**src/rtl/mem_resp.sv**
```systemverilog
// Load-response stage: waits for the data RAM read strobe after a load request,
// extends the addressed byte/halfword/word and holds it until writeback takes it.
module mem_resp #(
    parameter int TIMEOUT = 16,
    parameter int CNT_W   = 5
) (
    input  logic        clk,
    input  logic        rstn,
    input  logic [3:0]  da_ren,
    input  logic [1:0]  mem_ram_addr_lo,
    input  logic [2:0]  mem_ram_ext_op,
    input  logic        da_rvalid,
    input  logic [31:0] da_rdata,
    input  logic        wb_ready,
    output logic [31:0] mem_rdata,
    output logic        mem_ld_valid,
    output logic        mem_ld_err,
    output logic        mem_stall
);

    // Extension op codes follow the load funct3 encoding used by the decoder.
    localparam logic [2:0] RAM_EXT_B  = 3'b000;
    localparam logic [2:0] RAM_EXT_H  = 3'b001;
    localparam logic [2:0] RAM_EXT_W  = 3'b010;
    localparam logic [2:0] RAM_EXT_BU = 3'b100;
    localparam logic [2:0] RAM_EXT_HU = 3'b101;

    localparam logic [1:0] S_IDLE = 2'd0;
    localparam logic [1:0] S_WAIT = 2'd1;
    localparam logic [1:0] S_DONE = 2'd2;

    localparam logic [CNT_W-1:0] CNT_LAST = CNT_W'(TIMEOUT - 1);
    localparam logic [CNT_W-1:0] CNT_MAX  = {CNT_W{1'b1}};

    logic [1:0]       state_q, state_d;
    logic [CNT_W-1:0] cnt_q, cnt_d;
    logic [2:0]       op_q, op_d;
    logic [1:0]       off_q, off_d;
    logic [31:0]      rdata_q, rdata_d;
    logic             vld_q, vld_d;
    logic             err_q, err_d;

    function automatic logic [31:0] extract(input logic [31:0] w,
                                            input logic [2:0]  op,
                                            input logic [1:0]  off);
        logic [31:0] sh;
        logic [7:0]  b;
        logic [15:0] h;
        sh = w >> {off, 3'b000};
        b  = sh[7:0];
        h  = off[1] ? w[31:16] : w[15:0];
        case (op)
            RAM_EXT_B:  extract = {{24{b[7]}}, b};
            RAM_EXT_BU: extract = {24'd0, b};
            RAM_EXT_H:  extract = {{16{h[15]}}, h};
            RAM_EXT_HU: extract = {16'd0, h};
            RAM_EXT_W:  extract = w;
            default:    extract = w;
        endcase
    endfunction

    always_comb begin
        state_d   = state_q;
        cnt_d     = cnt_q;
        op_d      = op_q;
        off_d     = off_q;
        rdata_d   = rdata_q;
        vld_d     = vld_q;
        err_d     = err_q;
        mem_stall = 1'b0;
        case (state_q)
            S_IDLE: begin
                if (da_ren != 4'd0) begin
                    op_d    = mem_ram_ext_op;
                    off_d   = mem_ram_addr_lo;
                    cnt_d   = '0;
                    state_d = S_WAIT;
                end
            end
            S_WAIT: begin
                mem_stall = 1'b1;
                cnt_d     = (cnt_q != CNT_MAX) ? cnt_q + CNT_W'(1) : cnt_q;
                // A strobe in the final cycle still beats the timeout.
                if (da_rvalid) begin
                    rdata_d = extract(da_rdata, op_q, off_q);
                    err_d   = 1'b0;
                    vld_d   = 1'b1;
                    state_d = S_DONE;
                end else if (cnt_q == CNT_LAST) begin
                    rdata_d = '0;
                    err_d   = 1'b1;
                    vld_d   = 1'b1;
                    state_d = S_DONE;
                end
            end
            S_DONE: begin
                mem_stall = !wb_ready;
                if (wb_ready) begin
                    vld_d   = 1'b0;
                    err_d   = 1'b0;
                    state_d = S_IDLE;
                    if (da_ren != 4'd0) begin
                        op_d    = mem_ram_ext_op;
                        off_d   = mem_ram_addr_lo;
                        cnt_d   = '0;
                        state_d = S_WAIT;
                    end
                end
            end
            default: state_d = S_IDLE;
        endcase
    end

    always_ff @(posedge clk) begin
        if (!rstn) begin
            state_q <= S_IDLE;
            cnt_q   <= '0;
            op_q    <= '0;
            off_q   <= '0;
            rdata_q <= '0;
            vld_q   <= 1'b0;
            err_q   <= 1'b0;
        end else begin
            state_q <= state_d;
            cnt_q   <= cnt_d;
            op_q    <= op_d;
            off_q   <= off_d;
            rdata_q <= rdata_d;
            vld_q   <= vld_d;
            err_q   <= err_d;
        end
    end

    assign mem_rdata    = rdata_q;
    assign mem_ld_valid = vld_q;
    assign mem_ld_err   = err_q;

endmodule

```
**config.mk**
```make
export PLATFORM = sky130hd
export DESIGN_NAME = mem_resp
export DESIGN_NICKNAME = d
export VERILOG_FILES = /design/src/rtl/mem_resp.sv
export SDC_FILE = /design/constraint.sdc
export NUM_CORES = 1
export LEC_CHECK = 0
export CAP_MARGIN = 20
export CORE_ASPECT_RATIO = 1.25
export CORE_MARGIN = 5
export CORE_UTILIZATION = 46
export CTS_CLUSTER_DIAMETER = 50
export DETAILED_ROUTE_END_ITERATION = 10
export MAX_ROUTING_LAYER = met4
export PLACE_DENSITY = 0.9
export SKIP_LAST_GASP = 1
export SYNTH_ARGS = -nofsm -noshare
export SYNTH_HDL_FRONTEND = slang
export SYNTH_SLANG_ARGS = --single-unit
```
**constraint.sdc**
```tcl
create_clock -name clk -period 2.4 [get_ports clk]
set_clock_uncertainty 0.05 [all_clocks]
set_input_delay 0.48 -clock clk [delete_from_list [all_inputs] [get_ports clk]]
set_output_delay 0.48 -clock clk [all_outputs]
set_load 0.05 [all_outputs]
```
-- Yosys cells after proc, flatten, opt, wreduce, memory -nomap -nowiden
Index checks and enable logic that the tools add are counted.
Widths: inputs -> output; s select.
- logic and storage cells: 60
- register bits: 46
- output and inout port bits: 35
- shift-type cells: 1
- muxes and demuxes: 27
- reductions and logical operators: 13
- equal/unequal tests: 11
- add/subtract/negate cells: 1
- operators with widths (kind ; number):
    $pmux 32 s4 ; 1
    $mux 32 ; 2
    $shr 32x5->8 ; 1
    $mux 16 ; 1
    $mux 5 ; 3
    $pmux 5 s3 ; 1
    $mux 2 ; 6
    $reduce_and 3->1 ; 3
    $eq 3x3->1 const B ; 2
    $mux 3 ; 2
    $ne 2x2->1 const B ; 3
    $pmux 1 s2 ; 3
    $pmux 2 s3 ; 1
    $pmux 3 s2 ; 1
    $reduce_bool 2->1 ; 3
    $add 5x1->5 const B ; 1
    $eq 5x4->1 const B ; 1
    $mux 1 ; 5
    $ne 5x5->1 const B ; 1
    $pmux 2 s2 ; 1
    $reduce_and 2->1 ; 2
    $reduce_bool 4->1 ; 1
    $eq 3x1->1 const B ; 1
    $logic_not 3->1 ; 1
    6 further kinds ; 6

-- Logic depth before layout (Yosys ltp)
- word-level depth: 4
- depth in mapped cells: 9

-- Least setup slack after synthesis
No wires, ideal clock.
- kind: reg-to-output
- from: register state_q[0]
- to: output port mem_stall
- stages on the path, launching flop included: 5
- data required time: 1.870 ns
- path slack: -0.112 ns
- arrival: 1.982 ns
- path buffers: 0
- cell sequence: dfxtp_1 -> inv_1 -> ha_1 -> nand2b_1 -> a21boi_0
- word-level cells in the longest chain between the ends: 2
- elaborated cells on any way between the ends: 3
- those cells by class: eq/ne: 2; mux: 1
- RTL lines (what ; RTL line ; RTL):
    start, declared ; 35 ; logic [1:0] state_q, state_d;
    start signal, assigned ; 124 ; state_q <= state_d;
    $eq 2x2->1 / $eq 2x1->1 (equally long branches) ; 71 ; case (state_q)
    $pmux 1 s2 (*) ; 71 ;
    end, declared ; 18 ; output logic mem_stall
Mark *: on every way between the ends. The rest lies on a longest branch, timed or not.

-- Worst setup path in the final report
Same ends and word-level chain as after synthesis.

==> metrics.cfg <==
[floorplan]
ios=80
dieWidth_um=74.5
rows=29
fp.dieH_um=90.6
core_region_area_mm2=0.00508
initial_utilization_pct=47.0
dieArea_mm2=0.00675

[timing]
rsz0062_at_grt=false
period_minus_slack_ps=2260
finalCritPeriodShare_pct=94.2
final_max_slew_viol_count=0
slew_headroom_pct=64.6
tightestPinTransition_ps=530
setup-violations-final=0
hold_viol=0
clock.fmax_mhz=442
setup_tns_ps=0

[synthesis]
yosys_warnings=0
synth_area_leader_cell=dfxtp_1
synth_edf_count=0
synthTopCellsByArea=dfxtp_1, a22o_1, o21ai_0
ys_ff_latch=46
synth_ff_type=dfxtp_1
synth_area_mm2=0.00239
synth_cell_types=41
ys_seq_area_share_pct=38.5
synth_nets=326
synth_top_area_share_pct=38.5
avgSynthCellArea_um2=8.72
netlist_instances=274
async_flop_share_pct=0

[drt]
wl_per_cell_um=16.1
antenna_left=0
first_pass_iters=4
route.vias.total=2305
drtIter0Drc=160
wl_mm=6.65
viasPerCell=5.57
drc_errors=0

[placement]
dp_hpwl_mm=5.06
place_congestion=0.832
dp_cells=406
io_buffers=79

[power]
intPower_mw=1.64
switching_power_mw=0.863
swShare_pct=34.5
seqPwrFrac_pct=36.6
p_leak_nw=1.29
power_frac_comb_pct=34.8
clkPwrFrac_pct=28.6
power.density_mw_per_mm2=740
peakVddDrop_v=0.000362

[final_layout]
num-nets-final=403
layout_common_cells=clkdlybuf4s50_1, dfxtp_1, nand2_1, o21ai_0, nand2b_1
diodes=0
fill_cells=384
fin_cells=414
syn_to_final_growth_pct=41.4
drive_gt1_share_pct=9.09
final_common_cell=clkdlybuf4s50_1

[clocking]
cts-buffers-inserted=5
clockRootBuffer=clkbuf_8
cts_tree=built
cts.htree.levels=2
clk_path_buf_depth=2
cts_sinks=46
clock_latency_ps=310
hold_buffers=0
clkTransAtPathRegs_ps=80

[grt]
grt-ovfl-total=0
grt_pass1_vias=2387
grt_max_degree=30
antenna_found_initial=0
track_usage_pct=20.7
grt_pass1_wl_mm=10.8

[worst_hold_path]
min-delay-path-class=reg -> reg
worst_hold_path.num_cells=1

[setup_path]
reg2reg_depth=7
worstPathRequired_ps=1870
crit_fanout=6
r2r-start=cnt_q[0]
ff2ff_setup_slack_ps=390
crit_type=reg -> out
crit_arrival_ps=1730
critPathLaunch=state_q[0]
end_kind=primary output
start_kind=flop
reg2reg_to=mem_ld_err
crit_end=mem_stall

[run_status]
run_status=finished clean

[flow_run]
maxCapViolations=0

through the flow:
stage	cell area, um^2	hold WS [ps]	worst slack (ps)	power (mW)	utilization (%)
2_1_floorplan	2390	388	258	1.49	-
3_3_place_gp	3230	388	195	1.77	63.7
3_5_place_dp	3230	391	140	1.80	63.7
4_1_cts	3380	410	75.7	2.50	66.5
5_1_grt	3380	431	18.7	2.62	66.5
6_report	3380	407	138	2.50	66.5
registers in the layout, indices dropped and copies added (netlist names):
register	flops
off_q	2
mem_rdata	32
op_q	3
cnt_q	5
mem_ld_valid	1
state_q	2
mem_ld_err	1
power by group through the flow:
stage / Sequential (mW) / Combinational (mW) / Clock (mW)
finish: 0.916 / 0.870 / 0.714
global route: 0.927 / 0.934 / 0.755
CTS: 0.915 / 0.870 / 0.719
detailed placement: 0.932 / 0.864 / 0
global placement: 0.928 / 0.845 / 0
floorplan: 1.11 / 0.381 / 0
worst min path at each step:
| stage | end | startpoint | slack [ps] |
|---|---|---|---|
| 2_1_floorplan | cnt_q[3] | cnt_q[3] | 390 |
| 3_3_place_gp | mem_rdata[2] | mem_rdata[2] | 390 |
| 3_5_place_dp | mem_rdata[13] | mem_rdata[13] | 390 |
| 4_1_cts | mem_rdata[13] | mem_rdata[13] | 410 |
| 5_1_grt | mem_rdata[11] | mem_rdata[11] | 430 |
| 6_report | mem_rdata[13] | mem_rdata[13] | 410 |
Yosys cell counts, drive strengths merged (3+ instances only):
| library cell | n |
|---|---|
| a21boi | 15 |
| a21o | 7 |
| a21oi | 15 |
| a22o | 16 |
| a31oi | 6 |
| buf | 9 |
| clkbuf | 7 |
| dfxtp | 46 |
| ha | 7 |
| inv | 11 |
| mux2 | 6 |
| mux2i | 3 |
| nand2 | 32 |
| nand2b | 19 |
| nand3 | 5 |
| nor2 | 11 |
| nor2b | 4 |
| o21a | 4 |
| o21ai | 26 |
| o221ai | 6 |
worst max-delay path: stages (launching register included):
cell and delay [ps]:
dfxtp_1 390, inv_1 110, ha_1 290, nand2b_1 170
a21boi_1 300, buf_12 180
metal layers:
| metal | track usage [%] | wire, um | vias up |
|---|---|---|---|
| li1 | - | - | 1134 |
| met1 | 23.0 | 2570 | 1075 |
| met2 | 34.5 | 3340 | 87 |
| met3 | 6.35 | 628 | 9 |
| met4 | 7.12 | 107 | 0 |
| met5 | - | 0 | - |
logic make-up after synthesis:
family	count (synthesis)	synth area share [%]
AOI/OAI and AO/OA	100	30.5
and+or+nand+nor	85	17.9
DFF	46	38.5
buffers and inverters	27	5.34
muxes	9	4.08
adders and majority gates	7	3.66
area by class of cell:
type	count	area [um^2]	share of cell area (%)
clock inverter	2	60.1	1.78
sequential	46	921	27.2
inverter	11	41.3	1.22
tap	62	77.6	2.30
clock buffer	6	82.6	2.44
multi-input combinational	201	1340	39.8
timing repair buffer	86	853	25.2
repair_timing:
item	4_1_cts	5_1_grt
setup endpoints to repair	0	1
setup buffers	0	0
gates resized for setup	0	1
(Power assumes the default switching activity.)
